==> config.mk <==
export PLATFORM = sky130hd
export DESIGN_NAME = uart_rx_core_flat
export DESIGN_NICKNAME = d
export VERILOG_FILES = /design/src/rtl/uart_rx_core_if.sv /design/src/rtl/uart_rx_core.sv /design/src/flat_wrapper.sv
export SDC_FILE = /design/constraint.sdc
export NUM_CORES = 1
export LEC_CHECK = 0
export CORE_UTILIZATION = 45
export CTS_CLUSTER_DIAMETER = 40
export CTS_CLUSTER_SIZE = 40
export DETAILED_ROUTE_END_ITERATION = 6
export PLACE_DENSITY = 0.61
export SLEW_MARGIN = 25
export SYNTH_ARGS = -nofsm -noshare
export SYNTH_HDL_FRONTEND = slang
export SYNTH_SLANG_ARGS = --single-unit
export TNS_END_PERCENT = 20
==> constraint.sdc <==
create_clock -name CLK -period 5.1 [get_ports CLK]
set_input_delay 0.51 -clock CLK [delete_from_list [all_inputs] [get_ports CLK]]
set_output_delay 0.51 -clock CLK [all_outputs]
set_load 0.01 [all_outputs]
==> src/rtl/uart_rx_core_if.sv <==
// Bundle of serial-line, configuration and result signals for uart_rx_core.
// The testbench or upstream logic uses the master modport, and the receiver core uses the slave modport.
// err_cnt exists only when UART_RX_ERR_CNT_EN is defined.
interface uart_rx_core_if #(
  parameter int DATA_WIDTH = 8,
  parameter int PRESC_W    = 6
);
  logic                  RX_IN;
  logic                  PAR_EN;
  logic                  PAR_TYP;
  logic [PRESC_W-1:0]    Prescale;
  logic [DATA_WIDTH-1:0] P_DATA;
  logic                  data_valid;
  logic                  par_err;
  logic                  stp_err;
`ifdef UART_RX_ERR_CNT_EN
  logic [7:0]            err_cnt;
`endif

  modport master (
    output RX_IN, PAR_EN, PAR_TYP, Prescale,
    input  P_DATA, data_valid, par_err, stp_err
`ifdef UART_RX_ERR_CNT_EN
    , input err_cnt
`endif
  );

  modport slave (
    input  RX_IN, PAR_EN, PAR_TYP, Prescale,
    output P_DATA, data_valid, par_err, stp_err
`ifdef UART_RX_ERR_CNT_EN
    , output err_cnt
`endif
  );
endinterface

==> src/rtl/uart_rx_core.sv <==
// UART receive frame engine.
// The core oversamples RX_IN at Prescale samples per bit and takes a 3-sample majority vote in the middle of each bit.
// Data is assembled LSB-first.
// It checks optional parity and the stop bit, and pulses data_valid for one cycle when a frame is received cleanly.
// Optional feature: when UART_RX_ERR_CNT_EN is defined, the core adds a saturating 8-bit count of errored frames (err_cnt).
module uart_rx_core #(
  parameter int DATA_WIDTH = 8,
  parameter int PRESC_W    = 6
) (
  input logic           CLK,
  input logic           RST,
  uart_rx_core_if.slave bus
);
  localparam int BIT_W = $clog2(DATA_WIDTH + 3);
  localparam logic [BIT_W-1:0] LAST_DATA_BIT = BIT_W'(DATA_WIDTH);

  typedef enum logic [2:0] {IDLE, START, DATA, PARITY, STOP} state_t;

  state_t                state;
  logic [PRESC_W-1:0]    edge_cnt;
  logic [PRESC_W-1:0]    prescale_q;
  logic [PRESC_W-1:0]    half;
  logic [BIT_W-1:0]      bit_cnt;
  logic [2:0]            samples;
  logic [DATA_WIDTH-1:0] shift_reg;
  logic [DATA_WIDTH-1:0] p_data_q;
  logic                  par_en_q;
  logic                  par_typ_q;
  logic                  data_valid_q;
  logic                  par_err_q;
  logic                  stp_err_q;
  logic                  voted;
  logic                  bit_end;
  logic                  vote_pt;
  logic                  expected_par;

  assign half         = prescale_q >> 1;
  assign voted        = (samples[0] & samples[1]) | (samples[0] & samples[2]) | (samples[1] & samples[2]);
  assign bit_end      = (edge_cnt == prescale_q - PRESC_W'(1));
  assign vote_pt      = (edge_cnt == half + PRESC_W'(2));
  assign expected_par = (^shift_reg) ^ par_typ_q;

  assign bus.P_DATA     = p_data_q;
  assign bus.data_valid = data_valid_q;
  assign bus.par_err    = par_err_q;
  assign bus.stp_err    = stp_err_q;

  // Frame FSM: the counters, the mid-bit sampling, the shift register, the error flags and the result registers all update here.
  always_ff @(posedge CLK or negedge RST) begin
    if (!RST) begin
      state        <= IDLE;
      edge_cnt     <= '0;
      bit_cnt      <= '0;
      samples      <= '0;
      shift_reg    <= '0;
      p_data_q     <= '0;
      prescale_q   <= '0;
      par_en_q     <= 1'b0;
      par_typ_q    <= 1'b0;
      data_valid_q <= 1'b0;
      par_err_q    <= 1'b0;
      stp_err_q    <= 1'b0;
    end else begin
      data_valid_q <= 1'b0;

      if (state != IDLE) begin
        if (bit_end) begin
          edge_cnt <= '0;
          bit_cnt  <= bit_cnt + BIT_W'(1);
        end else begin
          edge_cnt <= edge_cnt + PRESC_W'(1);
        end
        if (edge_cnt == half - PRESC_W'(1)) samples[0] <= bus.RX_IN;
        if (edge_cnt == half)               samples[1] <= bus.RX_IN;
        if (edge_cnt == half + PRESC_W'(1)) samples[2] <= bus.RX_IN;
      end

      case (state)
        IDLE: begin
          if (!bus.RX_IN) begin
            state      <= START;
            edge_cnt   <= PRESC_W'(1);
            bit_cnt    <= '0;
            prescale_q <= bus.Prescale;
            par_en_q   <= bus.PAR_EN;
            par_typ_q  <= bus.PAR_TYP;
            par_err_q  <= 1'b0;
            stp_err_q  <= 1'b0;
          end
        end
        START: begin
          if (bit_end) state <= voted ? IDLE : DATA;
        end
        DATA: begin
          if (bit_end) begin
            shift_reg <= {voted, shift_reg[DATA_WIDTH-1:1]};
            if (bit_cnt == LAST_DATA_BIT) state <= par_en_q ? PARITY : STOP;
          end
        end
        PARITY: begin
          if (vote_pt && (voted != expected_par)) par_err_q <= 1'b1;
          if (bit_end) state <= STOP;
        end
        STOP: begin
          if (vote_pt && !voted) stp_err_q <= 1'b1;
          if (bit_end) begin
            state <= IDLE;
            if (!par_err_q && !stp_err_q) begin
              p_data_q     <= shift_reg;
              data_valid_q <= 1'b1;
            end
          end
        end
        default: state <= IDLE;
      endcase
    end
  end

`ifdef UART_RX_ERR_CNT_EN
  logic [7:0] err_cnt_q;

  assign bus.err_cnt = err_cnt_q;

  // Saturating count of frames that end with a parity or stop error; a frame with both errors counts once.
  always_ff @(posedge CLK or negedge RST) begin
    if (!RST) begin
      err_cnt_q <= '0;
    end else if (state == STOP && bit_end && (par_err_q || stp_err_q) && err_cnt_q != 8'hFF) begin
      err_cnt_q <= err_cnt_q + 8'd1;
    end
  end
`endif

endmodule

==> src/flat_wrapper.sv <==
// flat-port wrapper written by rule: the top's interface ports become plain ports
module uart_rx_core_flat 
#(
  parameter int DATA_WIDTH = 8,
  parameter int PRESC_W    = 6
)
  (CLK, RST, bus_RX_IN, bus_PAR_EN, bus_PAR_TYP, bus_Prescale, bus_P_DATA, bus_data_valid, bus_par_err, bus_stp_err);
  uart_rx_core_if #(.DATA_WIDTH(DATA_WIDTH), .PRESC_W(PRESC_W)) bus_i ();
  input logic CLK;
  input logic RST;
  input wire logic [$bits(bus_i.RX_IN)-1:0] bus_RX_IN;
  input wire logic [$bits(bus_i.PAR_EN)-1:0] bus_PAR_EN;
  input wire logic [$bits(bus_i.PAR_TYP)-1:0] bus_PAR_TYP;
  input wire logic [$bits(bus_i.Prescale)-1:0] bus_Prescale;
  output wire logic [$bits(bus_i.P_DATA)-1:0] bus_P_DATA;
  output wire logic [$bits(bus_i.data_valid)-1:0] bus_data_valid;
  output wire logic [$bits(bus_i.par_err)-1:0] bus_par_err;
  output wire logic [$bits(bus_i.stp_err)-1:0] bus_stp_err;
  assign bus_i.RX_IN = bus_RX_IN;
  assign bus_i.PAR_EN = bus_PAR_EN;
  assign bus_i.PAR_TYP = bus_PAR_TYP;
  assign bus_i.Prescale = bus_Prescale;
  assign bus_P_DATA = bus_i.P_DATA;
  assign bus_data_valid = bus_i.data_valid;
  assign bus_par_err = bus_i.par_err;
  assign bus_stp_err = bus_i.stp_err;
  uart_rx_core #(.DATA_WIDTH(DATA_WIDTH), .PRESC_W(PRESC_W)) u_core (.CLK(CLK), .RST(RST), .bus(bus_i));
endmodule
==> results.yml <==
power_and_ir_drop:
  p_int_mw: 0.8374
  areal_power_density_over_the_cells_nw_per_um2: 521.7
  irDropWorstVdd_mv: 0.3011
  gate_power_share: 0.495
  netSwitchingFraction: 0.4511
  power.leakage_nw: 1.281
  pwr-share-seq: 0.370
  p_clk_frac: 0.135
  switchingPower_mw: 0.6882
synthesis:
  number_of_warnings_issued_by_yosys: 0
  synth.top_cells.by_area: "sky130_fd_sc_hd__dfrtp_1 41%, sky130_fd_sc_hd__xnor2_1 6.0%, sky130_fd_sc_hd__nand2_1 5.0%"
  synth-seq-area-share: 0.4093
  post-synth-top-count-cell: "sky130_fd_sc_hd__dfrtp_1"
  xor_xnor_share_of_the_synthesized_area: 0.09329
  synthesis.nets: 285
  synth_enable_flop_cells: 0
  asyncSetResetFlopFracSynth: 1.000
  synth_largest_area_cell: "sky130_fd_sc_hd__dfrtp_1"
  synthesis.area_um2: 2629
  largest_family_of_logic_cells_by_synthesized_area: "simple AND/OR/NAND/NOR gates"
  synth_common_cells: "43 x sky130_fd_sc_hd__dfrtp_1, 35 x sky130_fd_sc_hd__nand2_1, 18 x sky130_fd_sc_hd__xnor2_1"
  yosys.area.top_type_share: 0.4093
  number_of_different_library_cells_in_the_post_synthesis_netlist: 58
  synthAdderAreaFrac: 0.05140
  synthFlopType: "sky130_fd_sc_hd__dfrtp_1"
  synth-simple-area-share: 0.1813
  postSynthCellCount: 264
  multiplexer_share_of_the_synthesized_area: 0.09662
  synthesized_area_fraction_occupied_by_ao_oa_aoi_and_oai_cells: 0.1190
  synth_seq_cells: 43
  syn-mean-instance-area_um2: 9.957
global_routing:
  global_route_wire_length_before_repair_um: 8769
  grt_use_total: 0.1859
  grt_pass1_vias: 1822
  antenna_found_initial: 0
  globalRoute.totalOverflow: 0
  grt_start_max_net_pins: 44
min_path:
  hold_path.class: "in -> async"
layout:
  nNetsFinal: 298
  multi_input_area_um2: 1424
  post-route-cell-area_um2: 2924
  area_growth_syn_to_layout_pct: 11.23
  drive_above_1_share: 0.1295
  n_fill_cell: 511
  insertedDiodeCount: 0
  layout.area.seq_um2: 1076
detailed_routing:
  drt_pass1_iterations: 4
  final_ant_viol_nets: 0
  first_iter_violations: 102
  wirelength_um: 5198
  route.vias.total: 1939
  post_drt_wl_per_cell_um: 14.85
  detail_route.drc_violations: 0
  detail_route.vias_per_cell: 5.540
critical_path:
  cp_cell_sequence: "inv_1, ha_1, nand2b_1, a21o_1, nand3_1, or4_1, mux2_4"
  crit_fanout: 16
  critPathTopFamily: "simple AND/OR/NAND/NOR gates"
  cp-end-kind: "flop"
  critPathArrivalTime_ns: 3.18
  cp_peak_stage_delay_ns: 0.92
  critical_path_required_ns: 5.28
  element_type_at_the_critical_path_start: "flop"
  worst-path-buf-inv: 1
  worstSetupPathType: "reg -> reg"
  critical-path-slowest-cell: "sky130_fd_sc_hd__or4_1"
clocking:
  post_cts.repair.setup_buffers: 0
  insertion_delay_ns: 0.30
  post_cts_hold_buffer_count: 0
  clkSlewWorstSetupHoldPaths_ns: 0.08
  clk_root_buffer_cell: "sky130_fd_sc_hd__clkbuf_8"
  tritoncts.num_buffers: 5
  h-tree-depth: 2
  cts_buffer_depth: 2
  count_of_clock_tree_sinks: 43
  cts-resized-gates: 0
  clock_tree_from_tritoncts: "built"
die:
  io_pins: 22
  core.rowCount: 27
  full_die_area_um2: 6151
  die-width_um: 78.43
  floorplan.die.height_um: 78.43
  initial_utilization: 0.4716
  placeableCoreArea_um2: 5574
placed_design:
  detailedPlacementHpwl_um: 3712
  port_buffers: 21
  placed_area_um2: 2840
  finalWeightedCongestion: 0.8277
timing:
  timing.fmax_mhz: 333.7
  fin_tns_setup_ns: 0
  final_max_slew_viol_count: 0
  clock_skew_ns: 0.009770
  slew_headroom: 0.4819
  final.min_clock_period_ns: 2.997
  timing.final.crit_share: 0.5876
  setup-violations-final: 0
  worst-slew-pin-transition_ns: 0.7744
  grt_setup_unrepaired: "false"
  number_of_hold_slack_violations_in_the_final_timing_report: 0
outcome:
  run_status: "finished, final reports clean"
flow_run:
  max_cap_violations: 0
## stage by stage
step	util	hold WS, ns	setup WS [ns]	power (mW)	instances
5_1_grt	0.5246	0.2361	1.894	1.658	350
6_report	0.5246	0.1943	2.103	1.526	350
4_1_cts	0.5241	0.3998	2.092	1.534	350
3_5_place_dp	0.5095	0.4953	2.102	1.324	342
2_1_floorplan	-	0.2144	2.673	1.167	264
3_3_place_gp	0.5095	0.4881	2.153	1.319	342
## worst reg2reg max path: stages, from the launching register on
cell                       delay (ns)
sky130_fd_sc_hd__dfrtp_1         0.56
sky130_fd_sc_hd__inv_1           0.15
sky130_fd_sc_hd__ha_1            0.22
sky130_fd_sc_hd__nand2b_1        0.09
sky130_fd_sc_hd__a21o_1          0.11
sky130_fd_sc_hd__nand3_1         0.44
sky130_fd_sc_hd__or4_1           0.92
sky130_fd_sc_hd__mux2_4          0.38
## cells in the final DEF, fill, tap and decap left out, types with 10 or more instances in the layout
cell type and instances:
sky130_fd_sc_hd__xor2_1 10, sky130_fd_sc_hd__dfrtp_1 43, sky130_fd_sc_hd__xnor2_1 18, sky130_fd_sc_hd__o21ai_0 11, sky130_fd_sc_hd__nor3_1 12, sky130_fd_sc_hd__ha_1 10, sky130_fd_sc_hd__mux2_2 11, sky130_fd_sc_hd__nand2_1 35
sky130_fd_sc_hd__nor2_1 11, sky130_fd_sc_hd__clkdlybuf4s50_1 20
## power groups by stage
stage | sequential, mW | combinational, mW | clock (mW)
final | 0.564 | 0.755 | 0.207
after global routing | 0.585 | 0.845 | 0.228
after CTS | 0.565 | 0.755 | 0.214
after detailed placement | 0.571 | 0.753 | 0
after global placement | 0.570 | 0.749 | 0
after floorplan | 0.484 | 0.683 | 0
## per-layer routing
metal,track usage,wire (um)
met1,0.2511,2397
met4,0.06852,85
met2,0.2912,2469
met3,0.04186,245
met5,0,0
## layout make-up
type                       count  area share
multi-input combinational    195      0.4870
sequential                    43      0.3680
timing repair buffer          22     0.07360
tap                           72     0.03081
clock buffer                   7     0.02610
inverter                      10     0.01284
clock inverter                 1    0.001712
## kinds of logic (layout without fill, tap and decap cells)
kind of cell,count (synthesis),count (layout)
adders and majority gates,11,11
AOI/OAI and AO/OA,41,41
DFF,43,43
xor gates and xnor gates,28,28
muxes,20,20
buffers and inverters,26,40
and+or+nand+nor,95,95
## final timing paths
check | from | end | slack (ns) | depth (start not counted)
worst max-delay path | u_core.prescale_q[3] | u_core.shift_reg[5] | 2.10 | 7
worst min-delay path | RST | u_core.bit_cnt[0] | 0.19 | 1
worst max register to register | u_core.prescale_q[3] | u_core.shift_reg[5] | 2.10 | 7
worst min register to register | u_core.bus.P_DATA[0] | u_core.bus.P_DATA[0] | 0.51 | 1
max in group asynchronous | RST | u_core.prescale_q[1] | 4.53 | 1
min in group CLK | u_core.bus.P_DATA[0] | u_core.bus.P_DATA[0] | 0.51 | 1
No activity file was read; power rests on OpenSTA's default activity.
